==> config.mk <==
export PLATFORM = sky130hd
export DESIGN_NAME = mem_arbiter
export DESIGN_NICKNAME = d
export VERILOG_FILES = /design/src/rtl/mem_arbiter.sv
export SDC_FILE = /design/constraint.sdc
export NUM_CORES = 1
export LEC_CHECK = 0
export BUFFER_PORTS_ARGS = -buffer_cell sky130_fd_sc_hd__buf_2
export CAP_MARGIN = 30
export CORE_UTILIZATION = 37
export CTS_BUF_LIST = sky130_fd_sc_hd__clkbuf_16
export DETAILED_ROUTE_END_ITERATION = 12
export PLACE_DENSITY = 0.77
export SETUP_SLACK_MARGIN = 0.4
export SYNTH_ARGS = -nofsm -noshare
export SYNTH_HDL_FRONTEND = slang
export SYNTH_SLANG_ARGS = --single-unit
export TNS_END_PERCENT = 1
==> constraint.sdc <==
create_clock -name clk -period 1.28 [get_ports clk]
set_input_delay 0.192 -clock clk [delete_from_list [all_inputs] [get_ports clk]]
set_output_delay 0.192 -clock clk [all_outputs]
set_load 0.01 [all_outputs]
==> src/rtl/mem_arbiter.sv <==
// -----------------------------------------------------------------------------
// mem_arbiter
//   Shares one physical memory port between the instruction fetch unit (IFU)
//   and the load/store unit (LSU) using valid/ready handshakes. Exactly one
//   transaction is in flight at a time. When both masters request in the same
//   cycle, the LSU is granted.
//
//   Ports
//     clk, rst                 clock, synchronous active-high reset
//     ifu_req_*/ifu_addr       IFU fetch request channel
//     ifu_resp_*               IFU response channel
//     lsu_req_*/lsu_addr/...   LSU load/store request channel
//     lsu_resp_*               LSU response channel
//     resp_rdata               read data shared by both masters, qualified by
//                              the matching *_resp_valid
//     mem_req_*/mem_addr/...   registered request to memory
//     mem_resp_*/mem_rdata     response from memory
// -----------------------------------------------------------------------------
module mem_arbiter #(
  parameter int ADDR_W = 32,
  parameter int DATA_W = 32
) (
  input  logic                clk,
  input  logic                rst,
  // IFU
  input  logic                ifu_req_valid,
  output logic                ifu_req_ready,
  input  logic [ADDR_W-1:0]   ifu_addr,
  output logic                ifu_resp_valid,
  input  logic                ifu_resp_ready,
  // LSU
  input  logic                lsu_req_valid,
  output logic                lsu_req_ready,
  input  logic [ADDR_W-1:0]   lsu_addr,
  input  logic                lsu_wen,
  input  logic [DATA_W-1:0]   lsu_wdata,
  input  logic [DATA_W/8-1:0] lsu_wmask,
  output logic                lsu_resp_valid,
  input  logic                lsu_resp_ready,
  // Shared response data
  output logic [DATA_W-1:0]   resp_rdata,
  // Memory
  output logic                mem_req_valid,
  input  logic                mem_req_ready,
  output logic [ADDR_W-1:0]   mem_addr,
  output logic                mem_wen,
  output logic [DATA_W-1:0]   mem_wdata,
  output logic [DATA_W/8-1:0] mem_wmask,
  input  logic                mem_resp_valid,
  output logic                mem_resp_ready,
  input  logic [DATA_W-1:0]   mem_rdata
);

  localparam int MASK_W = DATA_W / 8;

  typedef enum logic [1:0] {
    IDLE = 2'd0,
    REQ  = 2'd1,
    RESP = 2'd2
  } state_e;

  state_e              state_q, state_d;
  logic                owner_q, owner_d;   // 0 = IFU, 1 = LSU
  logic [ADDR_W-1:0]   addr_q,  addr_d;
  logic                wen_q,   wen_d;
  logic [DATA_W-1:0]   wdata_q, wdata_d;
  logic [MASK_W-1:0]   wmask_q, wmask_d;
  logic                owner_resp_ready;

  // Read data is a pure pass-through; the resp_valid strobes qualify it.
  assign resp_rdata = mem_rdata;

  assign mem_addr  = addr_q;
  assign mem_wen   = wen_q;
  assign mem_wdata = wdata_q;
  assign mem_wmask = wmask_q;

  assign owner_resp_ready = owner_q ? lsu_resp_ready : ifu_resp_ready;

  always_comb begin
    // NOTE: every signal written here gets a default first, so no path
    // through the case statement can leave one unassigned and infer a latch.
    state_d        = state_q;
    owner_d        = owner_q;
    addr_d         = addr_q;
    wen_d          = wen_q;
    wdata_d        = wdata_q;
    wmask_d        = wmask_q;
    ifu_req_ready  = 1'b0;
    lsu_req_ready  = 1'b0;
    mem_req_valid  = 1'b0;
    mem_resp_ready = 1'b0;
    ifu_resp_valid = 1'b0;
    lsu_resp_valid = 1'b0;

    unique case (state_q)
      IDLE: begin
        // The grant is suppressed while rst is high: the register update is
        // overridden by reset, so a visible ready would accept a request
        // that is then silently lost.
        lsu_req_ready = lsu_req_valid & ~rst;
        ifu_req_ready = ifu_req_valid & ~lsu_req_valid & ~rst;
        if (lsu_req_valid) begin
          owner_d = 1'b1;
          addr_d  = lsu_addr;
          wen_d   = lsu_wen;
          wdata_d = lsu_wdata;
          wmask_d = lsu_wmask;
          state_d = REQ;
        end else if (ifu_req_valid) begin
          owner_d = 1'b0;
          addr_d  = ifu_addr;
          wen_d   = 1'b0;
          wdata_d = '0;
          wmask_d = '0;
          state_d = REQ;
        end
      end

      REQ: begin
        mem_req_valid = 1'b1;
        if (mem_req_ready) begin
          state_d = RESP;
        end
      end

      RESP: begin
        mem_resp_ready = owner_resp_ready;
        ifu_resp_valid = mem_resp_valid & ~owner_q;
        lsu_resp_valid = mem_resp_valid &  owner_q;
        if (mem_resp_valid && owner_resp_ready) begin
          state_d = IDLE;
        end
      end

      default: begin
        state_d = IDLE;
      end
    endcase
  end

  // NOTE: the datapath registers are reset along with the control state
  // because mem_addr/mem_wen/mem_wdata/mem_wmask must read zero after reset.
  always_ff @(posedge clk) begin
    if (rst) begin
      state_q <= IDLE;
      owner_q <= 1'b0;
      addr_q  <= '0;
      wen_q   <= 1'b0;
      wdata_q <= '0;
      wmask_q <= '0;
    end else begin
      state_q <= state_d;
      owner_q <= owner_d;
      addr_q  <= addr_d;
      wen_q   <= wen_d;
      wdata_q <= wdata_d;
      wmask_q <= wmask_d;
    end
  end

endmodule

==> qor.csv <==
metric,value,unit
final_max_slew_viol_count,0,
overflow,0,
path_clk_slew,0.05,ns
start_kind,flip-flop,
syn_inst,324,
place_area,4280,sq um
yosysMostFrequentCell,dfxtp_1,
ctsHoldBuffers,0,
dr.pass1.iters,4,
cts_buffers,9,
cts_sinks,72,
ys_top_cells_by_count,"dfxtp_1 (72), a21oi_1 (51), buf_4 (36)",
grt_usage,20.6,%
clk_latency,0.32,ns
clockRootBuffer,clkbuf_16,
cts_max_level,3,
fp.dieW,97.0,microns
vias,3053,
routedWlPerCell,16.2,microns
post-route-util,56.3,%
cp_cell_sequence,or2_4 -> buf_6 -> nor4_4 -> buf_2,
final-hold-violation-count,0,
worstMarginPinSlew,0.248,ns
tritoncts,yes,
ys_seq_area_share,43.2,%
ir_worst_vdd,880,uV
rsz0062_at_grt,yes,
dp_hpwl,7.20,mm
cp-end-kind,output port,
violations,negative setup slack,
grt_pass1_wl,15.6,mm
avgSynthCellArea,10.3,sq um
status,finished with violations,
fin_setup_tns,-2.91,ns
finalClockSkew,0.00681,ns
holdWs,0.0899,ns
fin_nets,628,
die_y,97.0,microns
routabilityCongestion,0.730,
fmaxAchievable,670,MHz
start_util,38.2,%
syn-num-nets,465,
synth_top_area_share,43.2,%
cpMaxStageDelayCell,dfxtp_2,
dieArea,9400,sq um
crit_arrival,1.30,ns
clockBufferDepth,2,
num-fill-cells,756,
rows,34,
drive_gt1_share,62.8,%
antenna_found_initial,0,
total_leakage_power,0.00229,uW
setup_viol,39,
r2r_cells,6,
cap_violations,0,
ant_nets,0,
grt_pass1_vias,3213,
max_slew_margin,83.0,%
syn_area,3340,sq um
yosys.area.top_type,dfxtp_1,
ff_latch_area,1490,sq um
synth-warning-count,0,
fin_crit,1.49,ns
ios,248,
synth_cell_types,27,
fin_area,4910,sq um
multiInputGateArea,1510,sq um
synth_area_leaders,"dfxtp_1 (43%), a211oi_2 (11%), mux2i_1 (9.9%)",
hold_class,in -> reg,
drtIter0Drc,69,
portBuffers,183,
antenna_cells,0,
synthArstFlopShare,0,%
ys_seq_elements,72,
fin_crit_sh,117,%
critPathRequiredTime,1.09,ns
areaGrowthSynthToFinish,47.1,%
p_per_area,1300,nW/um^2
min_path_cells,2,
viasPerCell,5.09,
wirelength,9.73,mm
grt_max_degree,38,
cpPeakStageDelay,0.32,ns
core,8720,sq um
ys.flop_type,dfxtp_1,
drc_errors,0,
cp_max_fo,3,
critical_path_class,reg -> out,
synth_edf_count,0,
layout_setup_ws,-0.212,ns
pre_cts_slack,-0.0300,ns
## final timing paths
check | startpoint | end | slack, ns
min | lsu_wmask[0] | mem_wmask[0] | 0.09
min reg2reg | mem_wmask[2] | mem_wmask[2] | 0.46
max reg2reg | state_q[0] | mem_addr[4] | -0.09
max | state_q[0] | ifu_req_ready | -0.21
## logic make-up (layout without fill, tap and decap cells)
logic type,after synthesis,in the layout,synth area share (%)
compound gates,123,123,27.8
buf+inv,62,230,12.9
mux,33,33,9.90
simple gates,34,34,6.19
flops,72,72,43.2
## cell type report
| type | instances | area share, % |
|---|---|---|
| multi-input cells | 190 | 30.9 |
| inverters | 2 | 0.153 |
| clock inverters | 7 | 0.637 |
| repair buffers | 212 | 30.6 |
| well taps | 108 | 2.75 |
| clock buffers | 9 | 4.59 |
| flip-flops and latches | 72 | 30.4 |
## placed cells by master, fill, tap and decap left out, drive strengths merged
cell,count
clkinv,5
or2,2
mux2i,33
a21oi,52
nand2,20
nor3b,2
inv,4
clkbuf,9
nor2b,3
and3,1
dfxtp,72
nand2b,1
a211oi,32
nor4,1
nor2,4
o21ai,18
buf,212
a22o,21
## routing by layer
metal,global-route usage [%],up-vias,wire [microns]
met5,0,-,0
met2,36.6,176,4940
met1,21.8,1398,3690
met4,7.81,0,271
met3,8.16,16,822
li1,-,1463,-
## registers in the layout, summed over array words and instances (netlist names)
name	cells
mem_wdata	32
mem_wen	1
mem_wmask	4
state_q	2
mem_addr	32
owner_q	1
## worst max-delay path, delay by kind of cell, from the launching register on
kind | cells | cell delay [ns]
buf+inv | 2 | 0.30
flops | 1 | 0.32
simple gates | 2 | 0.36
## report_power, final
| part | internal [uW] | switching [uW] |
|---|---|---|
| Combinational | 821 | 780 |
| Clock | 1270 | 883 |
| Sequential | 2480 | 138 |
| Total | 4570 | 1800 |
## through the flow
step	cells	power [uW]
global route	600	6700
CTS	600	6430
detailed placement	580	4080
floorplan	324	3550
finish	600	6370
global placement	580	4030
## what timing repair did
action / 4_1_cts / 5_1_grt
resized for setup: 83 / 7
endpoints found under the setup margin: 147 / 147
pin swaps: 20 / 21
setup buffers: 4 / 0
Power figures use the tool's default switching activity.
